[src/rtl/uart_interrupt_arbiter.sv]
// UART interrupt scheduler: latches RX/TX/config events, arbitrates by fixed
// priority and runs the raise / IACK / gap handshake behind int_o and isr_o.
module uart_interrupt_arbiter (
  input  logic       clk_i,
  input  logic       rst_i,
  input  logic       overrun_i,
  input  logic       parity_err_i,
  input  logic       frame_err_i,
  input  logic       rx_ready_i,
  input  logic       tx_done_i,
  input  logic       cfg_event_i,
  input  logic [5:0] int_enable_i,
  input  logic       iack_i,
  output logic       int_o,
  output logic [7:0] isr_o
);

  localparam logic [1:0] ST_IDLE   = 2'd0;
  localparam logic [1:0] ST_ASSERT = 2'd1;
  localparam logic [1:0] ST_GAP    = 2'd2;

  // Source index doubles as priority rank: INTID = index + 1.
  localparam int unsigned SRC_RXRDY = 3;
  localparam int unsigned NUM_SRC   = 6;

  logic [1:0] state_q, state_d;
  logic [5:0] pend_q, pend_d;
  logic [5:0] en_q, en_d;
  logic [2:0] cur_id_q, cur_id_d;
  logic       int_q, int_d;
  logic [7:0] isr_q, isr_d;

  logic [5:0] pulse;
  logic [5:0] eligible;
  logic [5:0] ack_clr;
  logic [2:0] win_id;
  logic       win_found;
  logic       ack_fire;

  always_comb begin
    pulse    = {cfg_event_i, tx_done_i, 1'b0, frame_err_i, parity_err_i, overrun_i};
    eligible = pend_q & en_q;
    ack_fire = (state_q == ST_ASSERT) && iack_i;
    en_d     = int_enable_i;
  end

  always_comb begin
    win_id    = '0;
    win_found = 1'b0;
    for (int unsigned i = 0; i < NUM_SRC; i++) begin
      if (eligible[i] && !win_found) begin
        win_id    = 3'(i + 1);
        win_found = 1'b1;
      end
    end
  end

  always_comb begin
    ack_clr = '0;
    if (ack_fire) begin
      for (int unsigned i = 0; i < NUM_SRC; i++) begin
        if (cur_id_q == 3'(i + 1)) ack_clr[i] = 1'b1;
      end
    end
  end

  // A pulse coinciding with the clearing ack wins, so the source stays pending.
  always_comb begin
    pend_d            = pulse | (pend_q & ~ack_clr);
    pend_d[SRC_RXRDY] = rx_ready_i;
  end

  always_comb begin
    state_d  = state_q;
    cur_id_d = cur_id_q;
    case (state_q)
      ST_IDLE: begin
        if (win_found) begin
          state_d  = ST_ASSERT;
          cur_id_d = win_id;
        end
      end
      ST_ASSERT: begin
        if (iack_i) state_d = ST_GAP;
      end
      ST_GAP:  state_d = ST_IDLE;
      default: state_d = ST_IDLE;
    endcase
  end

  // Outputs are built from next-state values so they land in flops.
  always_comb begin
    int_d = (state_d == ST_ASSERT);
    isr_d = {pend_d[3], pend_d[2], pend_d[1], pend_d[0],
             (state_d == ST_ASSERT) ? cur_id_d : 3'b000, 1'b0};
  end

  always_ff @(posedge clk_i or posedge rst_i) begin
    if (rst_i) begin
      state_q  <= ST_IDLE;
      pend_q   <= '0;
      en_q     <= '0;
      cur_id_q <= '0;
      int_q    <= 1'b0;
      isr_q    <= '0;
    end else begin
      state_q  <= state_d;
      pend_q   <= pend_d;
      en_q     <= en_d;
      cur_id_q <= cur_id_d;
      int_q    <= int_d;
      isr_q    <= isr_d;
    end
  end

  assign int_o = int_q;
  assign isr_o = isr_q;

endmodule

[config.mk]
export PLATFORM = sky130hd
export DESIGN_NAME = uart_interrupt_arbiter
export DESIGN_NICKNAME = d
export VERILOG_FILES = /design/src/rtl/uart_interrupt_arbiter.sv
export SDC_FILE = /design/constraint.sdc
export NUM_CORES = 1
export LEC_CHECK = 0
export ABC_AREA = 1
export CORE_AREA = 2 2 46 48
export DETAILED_ROUTE_END_ITERATION = 12
export DIE_AREA = 0 0 48 50
export PLACE_DENSITY = 0.82
export SLEW_MARGIN = 10
export SYNTH_ARGS = -nofsm -noshare
export SYNTH_HDL_FRONTEND = slang
export SYNTH_SLANG_ARGS = --single-unit
[constraint.sdc]
create_clock -name clk_i -period 2.2 [get_ports clk_i]
set_clock_uncertainty 0.2 [all_clocks]
set_input_delay 0.22 -clock clk_i [delete_from_list [all_inputs] [get_ports clk_i]]
set_output_delay 0.22 -clock clk_i [all_outputs]
set_load 0.02 [all_outputs]
# After elaboration in Yosys (flattened, before gate mapping)
# Cells that the tools add are included.
classes:
  n_eq_ne: 8
  n_mux: 25
  bitwise: 4
  reduce_logical: 12
ops:
  columns: ["op", "count"]
  rows:
  - ["3-bit two-way mux", 8]
  - ["1-bit two-way mux", 13]
  - ["6-bit bitwise AND", 2]
  - ["3-bit == test, second input constant", 3]
  - ["3-bit by 2-bit == test with 1-bit output, second input constant", 2]
  - ["1-bit logical AND", 6]
  - ["6-bit two-way mux", 1]
  - ["6-bit NOT", 1]
  - ["6-bit OR", 1]
  - ["1-bit logical NOT", 5]
  - ["2-bit by 1-bit == test with 1-bit output, second input constant", 2]
  - ["2-bit two-way mux", 2]
  - ["2-bit one-hot mux with 2 select lines", 1]
  - ["3-bit by 1-bit == test with 1-bit output, second input constant", 1]
  - ["2-bit logical NOT", 1]
word_totals:
  ff_bits: 25
  elab_cells: 55

# Longest topological paths before layout
depth:
  ltp_word: 21
  depth_mapped: 8
  ltp_nobuf: 8

# Worst setup path before layout
# No wires, ideal clock.
synth_path:
  kind: "register to register"
  start: "reg pend_q[1]"
  end: "reg isr_q[2] (netlist: isr_o[2])"
  setup_ns: 0.123
  arrival_ns: 0.922
  setup_slack_ns: 0.955
  stages_incl_launch_ff: 7
  n_path_buf: 0
  period_less_slack_ns: 1.245
  cell_sequence: "dfrtp_1 -> nand2_2 -> nand2_4 -> nor2_4 -> nand2_4 -> a21oi_4 -> nor2_1"
synth_between:
  elab_chain_cells: 19
  word_cells_on_any_way: 26
  classes_between: "1 x eq/ne; 15 x mux; 1 x bitwise; 9 x reduce/logical"
synth_lines:
  columns: ["item", "line", "text"]
  rows:
  - ["start: declaration", "27", "logic [5:0] pend_q, pend_d;"]
  - ["start signal: assignment", "108", "pend_q <= pend_d;"]
  - ["6-bit bitwise AND *", "42", "eligible = pend_q & en_q;"]
  - ["1-bit logical AND *", "51", "if (eligible[i] && !win_found) begin"]
  - ["1-bit two-way mux", "51", null]
  - ["1-bit logical NOT", "51", null]
  - ["1-bit logical AND", "51", null]
  - ["1-bit two-way mux", "51", null]
  - ["1-bit logical NOT", "51", null]
  - ["1-bit logical AND", "51", null]
  - ["[4 not listed]", null, null]
  - ["1-bit logical NOT", "51", null]
  - ["1-bit logical AND", "51", null]
  - ["1-bit two-way mux", "51", null]
  - ["2-bit two-way mux", "78", "if (win_found) begin"]
  - ["2-bit one-hot mux with 2 select lines", "76", "case (state_q)"]
  - ["2-bit by 1-bit == test with 1-bit output", "95", "(state_d == ST_ASSERT) ? cur_id_d : 3'b000, 1'b0};"]
  - ["3-bit two-way mux *", "95", null]
  - ["named net isr_d[2]", "31", "logic [7:0] isr_q, isr_d;"]
  - ["end signal: assignment", "112", "isr_q <= isr_d;"]
  - ["end: declaration", "31", null]
# Mark *: on every way through the listed nets, which the timed path passes. The rest lies on a longest branch.

==> results by group <==
Yosys
  • Synth Flop Type: dfrtp_1
  • Cell Area, Synth: slightly above 900 um^2
  • Post-synthesis register bit count: 21
  • Mean area per synthesized cell: ~9.9 um^2
  • Synth top area share: 0.5785
  • Synth Warn #: 0
  • Netlist cell types: 19
  • Async SR Flop Fraction: 1.000
  • Register area share after synthesis: 0.5785
  • Synth top area cells: dfrtp_1 (58%), nand2_1 (8.3%), inv_1 (6.6%)
  • Syn Nets: 107
  • Most common cell in the netlist: dfrtp_1
  • Post-Syn Instances: 92
  • Area leader, netlist: dfrtp_1
  • Commonest cells in the synthesized netlist: dfrtp_1 (21), nand2_1 (20), inv_1 (16), nand2_2 (6), buf_4 (5)
  • Number of synthesized flops with an enable pin: 0

Worst setup path
  • Worst Path Buf+Inv: 1
  • R2R depth: 6
  • Crit Path Category: reg2out
  • CP Launch Type: flop
  • Crit path to: isr_o[5]
  • Worst EP arrival: ~1.3 ns
  • Critical Path Source: pend_q[1]$_DFF_PP0_
  • Reg-to-Reg End: isr_o[2]$_DFF_PP0_
  • Critical Path End Type: output pin
  • Req. time, crit path: between 1.5 and 2 ns
  • CP delay by family, top: buffers and inverters
  • Worst stage delay on the critical path: between 0.6 and 0.7 ns
  • Worst r2r src: pend_q[1]$_DFF_PP0_
  • Critical path cell sequence: clkdlybuf4s50_1
  • CP Depth: 1
  • FF-to-FF setup slack: ~0.84 ns
  • Critical Path Slowest Stage Cell: clkdlybuf4s50_1
  • Maximum fanout along the worst path: 3

Clocking
  • CTS tree: done
  • CTS sink count: 21
  • Inserted Clock Buffers: 3
  • Hold_buf cts: 0
  • Post-CTS sizing: 0
  • Post-CTS Setup Repair Bufs: 0
  • CTS max path bufs: 2
  • Worst-path clk slew: around 0.11 ns
  • CTS Root Cell: clkbuf_4
  • H-tree level count: 1
  • Worst skew pair latency: roughly 0.3 ns

Floorplanning
  • DIE AREA: about 2400 um^2
  • Starting Density: 0.4776
  • Die height: 50 um
  • Cell Rows: 16
  • Die X: 48 um
  • Ports: 24
  • Core footprint: about 1900 um^2

Place
  • I/O Buffers: 22
  • Placed Cells: between 100 and 150
  • Placer Congestion: a little under 0.8
  • HPWL after detailed placement: around 1100 um

STA
  • Setup TNS: 0 ns
  • Total count of max-transition violations in the final report: 0
  • Post-route minimum period: 1.743 ns
  • Fmax: around 0.57 GHz
  • Final setup viols: 0
  • Final hold violations: 0
  • Fin crit share: 0.7922
  • Unrepaired setup endpoints after global routing: false

Power and ir drop
  • Sequential power share: 0.453
  • Switching Share: 0.3721
  • Comb power frac: 0.395
  • Static leakage: ~0.00056 uW
  • Sw power: between 400 and 500 uW
  • Max IR drop VDD: roughly 0.00042 V
  • Clock Power Share: 0.152
  • Power Density: between 1000 and 1500 nW/um^2
  • Internal Power: ~750 uW

Routing
  • Iter 0 DRT Violations: 11
  • Drc violations: 0
  • Via density per instance: 4.461
  • Routed WL: around 1500 um
  • First-pass detailed-route iteration total: 4
  • Vias: 629
  • Routed length per instance: just over 10 um
  • Post-route antenna net violation count: 0

Final layout
  • Finished Layout Cells: about 140
  • Area delta synth->final: 27.69%
  • Final nets: 130
  • Share of layout cells above drive strength 1: 0.1930
  • # diodes: 0

Run
  • Max-cap violations: 0

Global routing
  • Grt ovf: 0
  • Largest net degree at the start of global routing: 22
  • GRT Util Overall: 0.1499
  • Vias in the first global route: 656
  • First-pass GRT wire length: between 2000 and 3000 um
  • Initial antenna violation count: 0

Min path
  • Hold Crit Class: in2async

Run status
  • Run status: completed
[routing by layer]
layer | global-route usage | vias to the layer above | routed length (um)
li1 | - | 310 | -
met1 | 0.1659 | 291 | 628
met2 | 0.2422 | 24 | 719
met3 | 0.02930 | 4 | 70
met4 | 0.1036 | 0 | 36
met5 | 0 | - | 0
[worst min path at each step]
stage	to	slack [ns]
final	pend_q[3]$_DFF_PP0_	0.03
after global routing	state_q[0]$_DFF_PP0_	0.09
after CTS	pend_q[3]$_DFF_PP0_	0.03
after detailed placement	pend_q[4]$_DFF_PP0_	0.27
after global placement	pend_q[4]$_DFF_PP0_	0.27
after floorplan	cur_id_q[0]$_DFF_PP0_	-0.003
[through the flow]
stage	instance area [um^2]	total power (uW)	hold slack (ns)	utilization	setup WS (ns)
2_1_floorplan	908.4	867.7	-0.003472	-	0.9550
3_3_place_gp	1132	1002	0.2666	0.5954	0.7101
3_5_place_dp	1132	1014	0.2652	0.5954	0.6675
4_1_cts	1160	1194	0.03457	0.6099	0.4450
5_1_grt	1160	1269	0.09395	0.6099	0.3732
6_report	1160	1189	0.03054	0.6099	0.4572
[power groups by stage]
| stage | logic, uW | registers, uW | clock network (uW) |
|---|---|---|---|
| floorplan | 293 | 574 | 0 |
| global placement | 457 | 545 | 0 |
| detailed placement | 469 | 545 | 0 |
| CTS | 473 | 537 | 185 |
| global route | 522 | 544 | 204 |
| finish | 470 | 539 | 181 |
[placed cells by master (no fill, tap or decap), drive strengths merged, types with 2 or more instances in the layout]
cell type,Yosys,final
nor2,7,7
nand2,29,29
clkbuf,0,3
o21ai,5,5
nand3,2,2
inv,17,17
clkdlybuf4s50,0,22
dfrtp,21,21
a21oi,2,2
[final cells by class]
| class | count | area [um^2] |
|---|---|---|
| sequential | 21 | 525.5 |
| clock buffer | 3 | 22.52 |
| fill | 154 | 742.0 |
| timing repair buffer | 23 | 227.7 |
| clock inverter | 1 | 5.005 |
| inverter | 17 | 63.81 |
| multi-input combinational | 49 | 281.5 |
| tap | 27 | 33.78 |
[state kept, by name, summed over array words and instances, names as in the netlist]
signal and flops:
cur_id_q 3, en_q 6, int_o 1, isr_o 3
pend_q 6, state_q 2
[cells by family (layout without fill, tap and decap cells)]
group                  after synthesis  in the layout  synth area share
other                                1              1          0.004128
AND/OR/NAND/NOR                     40             40            0.2424
buffers and inverters               22             44            0.1116
flip-flops                          21             21            0.5785
AO/OA/AOI/OAI                        8              8           0.06337
Note: power is estimated with default switching activity, not from simulation.
